--- src/rtl/cpu_pkg.sv ---
// rtl/cpu_pkg.sv - shared constants and types for the MIPS execute stage
package cpu_pkg;

  localparam int DEF_WIDTH = 32;

  localparam logic [3:0] ALU_ADD  = 4'd0;
  localparam logic [3:0] ALU_SUB  = 4'd1;
  localparam logic [3:0] ALU_AND  = 4'd2;
  localparam logic [3:0] ALU_OR   = 4'd3;
  localparam logic [3:0] ALU_XOR  = 4'd4;
  localparam logic [3:0] ALU_NOR  = 4'd5;
  localparam logic [3:0] ALU_SLT  = 4'd6;
  localparam logic [3:0] ALU_SLTU = 4'd7;
  localparam logic [3:0] ALU_SLL  = 4'd8;
  localparam logic [3:0] ALU_SRL  = 4'd9;
  localparam logic [3:0] ALU_SRA  = 4'd10;
  localparam logic [3:0] ALU_LUI  = 4'd11;
  localparam logic [3:0] ALU_MFHI = 4'd12;
  localparam logic [3:0] ALU_MFLO = 4'd13;

  localparam logic [1:0] FWD_REG   = 2'd0;
  localparam logic [1:0] FWD_MEMWB = 2'd1;
  localparam logic [1:0] FWD_EXMEM = 2'd2;

  typedef enum logic [1:0] {
    MULT_IDLE = 2'd0,
    MULT_RUN  = 2'd1,
    MULT_DONE = 2'd2
  } mult_state_t;

endpackage

--- src/rtl/ex_stage_mult_unit.sv ---
// rtl/ex_stage_mult_unit.sv - iterative signed shift-add multiplier owning HI/LO
import cpu_pkg::*;

module mult_unit #(
  parameter int WIDTH       = DEF_WIDTH,
  parameter int MULT_CYCLES = WIDTH
) (
  input  logic             clk,
  input  logic             reset,
  input  logic             start,
  input  logic             flush,
  input  logic [WIDTH-1:0] op_a,
  input  logic [WIDTH-1:0] op_b,
  output logic             stall,
  output logic             idle,
  output logic [WIDTH-1:0] hi,
  output logic [WIDTH-1:0] lo
);

  localparam int CNT_W = $clog2(MULT_CYCLES + 1);

  mult_state_t          state;
  logic [2*WIDTH-1:0]   acc;
  logic [2*WIDTH-1:0]   mcand;
  logic [WIDTH-1:0]     mplier;
  logic                 neg;
  logic [CNT_W-1:0]     count;
  logic                 accept;
  logic [WIDTH-1:0]     abs_a;
  logic [WIDTH-1:0]     abs_b;

  assign accept = (state == MULT_IDLE) && start && !flush && !reset;
  assign stall  = accept || (state == MULT_RUN);
  assign idle   = (state == MULT_IDLE);
  assign abs_a  = op_a[WIDTH-1] ? -op_a : op_a;
  assign abs_b  = op_b[WIDTH-1] ? -op_b : op_b;

  always_ff @(posedge clk) begin
    if (reset) begin
      state  <= MULT_IDLE;
      acc    <= '0;
      mcand  <= '0;
      mplier <= '0;
      neg    <= 1'b0;
      count  <= '0;
      hi     <= '0;
      lo     <= '0;
    end else begin
      case (state)
        MULT_IDLE: begin
          if (accept) begin
            mcand  <= {{WIDTH{1'b0}}, abs_a};
            mplier <= abs_b;
            neg    <= op_a[WIDTH-1] ^ op_b[WIDTH-1];
            acc    <= '0;
            count  <= '0;
            state  <= MULT_RUN;
          end
        end
        MULT_RUN: begin
          if (flush) begin
            state <= MULT_IDLE;
          end else begin
            // Magnitudes only; the sign is applied once in DONE.
            if (mplier[0]) acc <= acc + mcand;
            mcand  <= mcand << 1;
            mplier <= mplier >> 1;
            count  <= count + 1'b1;
            if (count == CNT_W'(MULT_CYCLES - 1)) state <= MULT_DONE;
          end
        end
        MULT_DONE: begin
          state <= MULT_IDLE;
          if (!flush) {hi, lo} <= neg ? -acc : acc;
        end
        default: state <= MULT_IDLE;
      endcase
    end
  end

endmodule

--- src/rtl/ex_stage.sv ---
// rtl/ex_stage.sv - MIPS execute stage: forwarding muxes, ALU, multiplier and EX/MEM register
import cpu_pkg::*;

module ex_stage #(
  parameter int WIDTH       = DEF_WIDTH,
  parameter int MULT_CYCLES = WIDTH
) (
  input  logic             clk,
  input  logic             reset,
  input  logic             ID_EX_Valid,
  input  logic [WIDTH-1:0] ID_EX_ReadData1,
  input  logic [WIDTH-1:0] ID_EX_ReadData2,
  input  logic [WIDTH-1:0] ID_EX_SignExtImm,
  input  logic [4:0]       ID_EX_Shamt,
  input  logic [3:0]       ID_EX_ALUOp,
  input  logic             ID_EX_ALUSrc,
  input  logic [4:0]       ID_EX_WriteReg,
  input  logic             ID_EX_RegWrite,
  input  logic             ID_EX_MemRead,
  input  logic             ID_EX_MemWrite,
  input  logic             ID_EX_MemtoReg,
  input  logic             ID_EX_IsMult,
  input  logic [1:0]       Mux_ForwardA,
  input  logic [1:0]       Mux_ForwardB,
  input  logic [WIDTH-1:0] MEM_WB_WriteData,
  input  logic             Ex_Flush,
  output logic             Stall_Ex,
  output logic             EX_MEM_Valid,
  output logic [WIDTH-1:0] EX_MEM_ALUResult,
  output logic [WIDTH-1:0] EX_MEM_StoreData,
  output logic [4:0]       EX_MEM_WriteReg,
  output logic             EX_MEM_RegWrite,
  output logic             EX_MEM_MemRead,
  output logic             EX_MEM_MemWrite,
  output logic             EX_MEM_MemtoReg
);

  logic [WIDTH-1:0] op_a;
  logic [WIDTH-1:0] fwd_b;
  logic [WIDTH-1:0] op_b;
  logic [WIDTH-1:0] alu_result;
  logic [WIDTH-1:0] hi;
  logic [WIDTH-1:0] lo;
  logic             mult_idle;
  logic             bubble;

  always_comb begin
    case (Mux_ForwardA)
      FWD_MEMWB: op_a = MEM_WB_WriteData;
      FWD_EXMEM: op_a = EX_MEM_ALUResult;
      default:   op_a = ID_EX_ReadData1;
    endcase
    case (Mux_ForwardB)
      FWD_MEMWB: fwd_b = MEM_WB_WriteData;
      FWD_EXMEM: fwd_b = EX_MEM_ALUResult;
      default:   fwd_b = ID_EX_ReadData2;
    endcase
  end

  assign op_b = ID_EX_ALUSrc ? ID_EX_SignExtImm : fwd_b;

  always_comb begin
    alu_result = '0;
    case (ID_EX_ALUOp)
      ALU_ADD:  alu_result = op_a + op_b;
      ALU_SUB:  alu_result = op_a - op_b;
      ALU_AND:  alu_result = op_a & op_b;
      ALU_OR:   alu_result = op_a | op_b;
      ALU_XOR:  alu_result = op_a ^ op_b;
      ALU_NOR:  alu_result = ~(op_a | op_b);
      ALU_SLT:  alu_result = {{(WIDTH-1){1'b0}}, $signed(op_a) < $signed(op_b)};
      ALU_SLTU: alu_result = {{(WIDTH-1){1'b0}}, op_a < op_b};
      ALU_SLL:  alu_result = fwd_b << ID_EX_Shamt;
      ALU_SRL:  alu_result = fwd_b >> ID_EX_Shamt;
      ALU_SRA:  alu_result = $signed(fwd_b) >>> ID_EX_Shamt;
      ALU_LUI:  alu_result = {op_b[15:0], {(WIDTH-16){1'b0}}};
      ALU_MFHI: alu_result = hi;
      ALU_MFLO: alu_result = lo;
      default:  alu_result = '0;
    endcase
  end

  mult_unit #(.WIDTH(WIDTH), .MULT_CYCLES(MULT_CYCLES)) u_mult (
    .clk   (clk),
    .reset (reset),
    .start (ID_EX_Valid && ID_EX_IsMult),
    .flush (Ex_Flush),
    .op_a  (op_a),
    .op_b  (op_b),
    .stall (Stall_Ex),
    .idle  (mult_idle),
    .hi    (hi),
    .lo    (lo)
  );

  // MULT itself never writes the GPR file, so it always leaves a bubble.
  assign bubble = Ex_Flush || !ID_EX_Valid || Stall_Ex || !mult_idle || ID_EX_IsMult;

  always_ff @(posedge clk) begin
    if (reset || bubble) begin
      EX_MEM_Valid     <= 1'b0;
      EX_MEM_ALUResult <= '0;
      EX_MEM_StoreData <= '0;
      EX_MEM_WriteReg  <= '0;
      EX_MEM_RegWrite  <= 1'b0;
      EX_MEM_MemRead   <= 1'b0;
      EX_MEM_MemWrite  <= 1'b0;
      EX_MEM_MemtoReg  <= 1'b0;
    end else begin
      EX_MEM_Valid     <= 1'b1;
      EX_MEM_ALUResult <= alu_result;
      EX_MEM_StoreData <= fwd_b;
      EX_MEM_WriteReg  <= ID_EX_WriteReg;
      EX_MEM_RegWrite  <= ID_EX_RegWrite;
      EX_MEM_MemRead   <= ID_EX_MemRead;
      EX_MEM_MemWrite  <= ID_EX_MemWrite;
      EX_MEM_MemtoReg  <= ID_EX_MemtoReg;
    end
  end

endmodule

--- config.mk ---
export PLATFORM = sky130hd
export DESIGN_NAME = ex_stage
export DESIGN_NICKNAME = d
export VERILOG_FILES = /design/src/rtl/cpu_pkg.sv /design/src/rtl/ex_stage_mult_unit.sv /design/src/rtl/ex_stage.sv
export SDC_FILE = /design/constraint.sdc
export NUM_CORES = 2
export LEC_CHECK = 0
export BUFFER_PORTS_ARGS = -buffer_cell sky130_fd_sc_hd__buf_2
export CAP_MARGIN = 20
export CORE_MARGIN = 1
export CORE_UTILIZATION = 50
export DETAILED_ROUTE_END_ITERATION = 10
export PLACE_DENSITY = 0.78
export SLEW_MARGIN = 20
export SYNTH_ARGS = -nofsm -noshare
export SYNTH_HDL_FRONTEND = slang
export SYNTH_HIERARCHICAL = 1
export SYNTH_SLANG_ARGS = --single-unit
--- constraint.sdc ---
create_clock -name clk -period 5 [get_ports clk]
set_input_delay 0.25 -clock clk [delete_from_list [all_inputs] [get_ports clk]]
set_output_delay 0.25 -clock clk [all_outputs]
set_load 0.01 [all_outputs]
==> results.toml <==
[outcome]
status = "complete, no violations"

[timing]
setup_tns_ns = 0
transition_at_the_pin_with_the_smallest_max_transition_slack_ns = 1.15
finalSetupViolCount = 0
final.period_utilization = 0.944
report.final.slew_viol_count = 0
final_period_demand_of_the_worst_path_ns = 4.72
fin_worst_skew_ns = 0.0257
slew-limit-headroom = 0.220
clock.fmax_mhz = 212
hold_violations = 0
grt_setup_unrepaired = "no"

[synth]
syn-mean-instance-area_sq_um = 7.66
synth.top_cell.area_share = 0.221
post_synth_inst_count = 3630
syn-num-nets = 3957
yosys-top-cells-area = "dfxtp_1, ha_1, a21oi_1"
synth_edf_count = 0
async_flop_share = 0
syn-cell-area_sq_mm = 0.0278
synth.lib_cells_used.distinct = 97
yosysTopAreaCell = "dfxtp_1"
postSynth.topFlopCell = "dfxtp_1"
synth.yosys.seq_area_share = 0.221
ys_seq_elements = 307
yosys_warnings = 6

[critical_path]
critical_path.cell_chain = "a22o_1, mux2i_1, o21ai_0, inv_1, ha_1, nand2_1, or3_1, nor2_1, nand4_1, o22a_1, a2111oi_0, o311a_1, or3_1, nand3_1"
timing_worst_setup_path_type = "reg -> reg"
slowest_stage = "dfxtp_1"
crit_path_max_fanout = 10
crit_arrival_ns = 5.21
worst_path_most_repeated_cell = "or3_1"
longest_individual_stage_delay_on_the_worst_path_ns = 0.66
worstSetupEndpointType = "register"
critPathLaunchType = "register"
crit_required_ns = 5.49

[detailed_routing]
wl_per_cell_um = 30.5
drtAntennaViolNets = 0
totalWireLength_mm = 143
drt-initial-drc-count = 5088
final_routed_drc_violation_total = 0
first_pass_iters = 9
via_count = 32291
vias_per_inst = 6.88

[global_routing]
grt_util_all_layers = 0.488
pin_count_of_the_biggest_net_entering_global_routing = 95
antenna_found_initial = 10
number_of_global_route_vias_before_repair = 29093
grt_first_pass_wirelength_mm = 202
grt_remaining_overflow = 0

[die]
placementRows = 86
width_of_the_die_um = 238
top_level_pins = 231
floorplan.core_area_sq_mm = 0.0550
initial_utilization = 0.506
die_height_um = 238
die_area_sq_mm = 0.0566

[placement]
place.gp.congestion = 1.13
port_buffers = 230
placed_cells = 4610
dp.final_hpwl_mm = 114

[clock_tree]
tritoncts = "yes"
clkTransAtPathRegs_ns = 0.07
clkSinkCount = 307
cts_root_buffer = "clkbuf_16"
cts-root-to-sink-buffers = 3
post_cts_buffers = 0
htree_num_levels = 2
clk_latency_ns = 0.62
numCtsBuffers = 39

[power_and_ir_drop]
max_rail_drop_vdd_uv = 276
power.density_cell_area_mw_per_mm2 = 258
seqPwrFrac = 0.301
power_frac_comb = 0.347
p_sw_mw = 3.21
power_switching_share = 0.383
leakage_nw = 13.8
share_clk_of_total_power = 0.352
internal_power_mw = 5.16

[run]
max_cap_violations = 0

[finish]
final_cell_count_no_fill = 4696
finalNetCount = 4240
area_delta_synth_final_pct = 16.5
fill_cells = 5238
post_route_cells_drive_above_1_share = 0.175

[min_path]
hold_path_class = "in -> reg"
## cell usage in the layout, fill, tap and decap left out, types with 24 or more instances in the layout
cell	instances
buf_2	229
xnor2_1	63
o211ai_1	45
ha_1	167
a221oi_1	30
a21o_1	49
a22oi_1	62
and2_1	30
nor2b_1	29
o21ai_0	202
a22o_1	65
xor2_1	137
a211oi_1	138
mux2i_1	120
clkbuf_16	39
a31oi_1	26
nand4_1	26
nand2_1	342
nor3_1	53
nand2b_1	25
o31ai_1	46
a21oi_1	313
buf_4	263
o21a_1	36
nor2_1	385
or3_1	37
a222oi_1	24
inv_1	110
nand3_1	88
dfxtp_1	306
mux4_2	59
o21bai_1	32
## what timing repair did
action | 4_1_cts | 5_1_grt
endpoints found under the setup margin | 0 | 0
gates resized for setup | 0 | 0
endpoints found under the hold margin | 10 | 0
hold buffers | 10 | 0
## cell families after synthesis
| logic type | share of synthesized area |
|---|---|
| AOI/OAI and AO/OA | 0.304 |
| xor gates and xnor gates | 0.0630 |
| adders and majority gates | 0.0778 |
| buffers and inverters | 0.0539 |
| DFF | 0.221 |
| muxes | 0.0954 |
| and+or+nand+nor | 0.185 |
## path summary, 6_finish.rpt
path / startpoint / to / slack (ns) / depth (start not counted)
worst max-delay path: EX_MEM_ALUResult[15] / EX_MEM_ALUResult[31] / 0.28 / 14
worst min-delay path: reset / u_mult/mplier[14] / 0.07 / 2
worst min register to register: u_mult/mplier[2] / u_mult/mplier[2] / 0.45 / 2
worst max register to register: EX_MEM_ALUResult[15] / EX_MEM_ALUResult[31] / 0.28 / 14
## Yosys cell counts (62+ instances only)
cell type / n
o21ai_0: 204
a211oi_1: 138
mux2i_1: 120
a22oi_1: 62
nor2_1: 391
ha_1: 168
xnor2_1: 63
dfxtp_1: 307
xor2_1: 137
a21oi_1: 313
clkbuf_1: 211
a22o_1: 65
inv_1: 111
nand3_1: 88
nand2_1: 342
## layer usage
layer / vias up / wire length, um / global-route usage
met2: 2497 / 58000 / 0.694
li1: 14042 / - / -
met5: - / 76 / 0.0139
met3: 504 / 20600 / 0.159
met1: 15242 / 53700 / 0.633
met4: 6 / 10600 / 0.308
## power groups by stage
stage | clock network, mW | registers (mW) | logic, mW
2_1_floorplan | 0 | 2.55 | 1.56
3_3_place_gp | 0 | 2.57 | 2.75
4_1_cts | 2.96 | 2.52 | 2.75
5_1_grt | 3.05 | 2.52 | 2.98
3_5_place_dp | 0 | 2.57 | 2.73
6_report | 2.95 | 2.52 | 2.90
## sequential cells by signal (all words and copies together) (netlist names)
signal and count:
u_mult/acc 64, u_mult/mcand 64, EX_MEM_ALUResult 32, EX_MEM_StoreData 32, u_mult/hi 32, u_mult/lo 32
u_mult/mplier 32, u_mult/count 6, EX_MEM_WriteReg 5, u_mult/state 2, EX_MEM_MemRead 1, EX_MEM_MemWrite 1
EX_MEM_MemtoReg 1, EX_MEM_RegWrite 1, EX_MEM_Valid 1, u_mult/neg 1
## final cells by class
class | count | area (sq um) | area share
inverter | 115 | 432 | 0.0133
tap | 748 | 936 | 0.0289
sequential | 307 | 6150 | 0.190
multi-input combinational | 2942 | 20200 | 0.625
clock inverter | 13 | 168 | 0.00518
clock buffer | 53 | 1110 | 0.0342
antenna | 10 | 25.0 | 0.000772
timing repair buffer | 508 | 3330 | 0.103
## per-stage QoR
step	setup slack, ns	instance area (sq um)	hold slack [ns]	util	power, mW
2_1_floorplan	0.559	27800	0.327	-	4.11
3_3_place_gp	0.0333	31000	0.438	0.564	5.32
3_5_place_dp	0.247	31000	0.444	0.564	5.30
4_1_cts	0.549	32400	0.0831	0.589	8.23
5_1_grt	0.134	32400	0.109	0.589	8.55
6_report	0.281	32400	0.0704	0.589	8.37
## worst max-delay path: cells and delay by family, from the launching register on
kind	cells	cell delay, ns
flip-flops	1	0.66
multiplexers	1	0.13
AND/OR/NAND/NOR	6	1.01
AO/OA/AOI/OAI	5	1.97
buffers and inverters	1	0.18
adder cells (fa/ha/maj)	1	0.63
(Power assumes the default switching activity.)
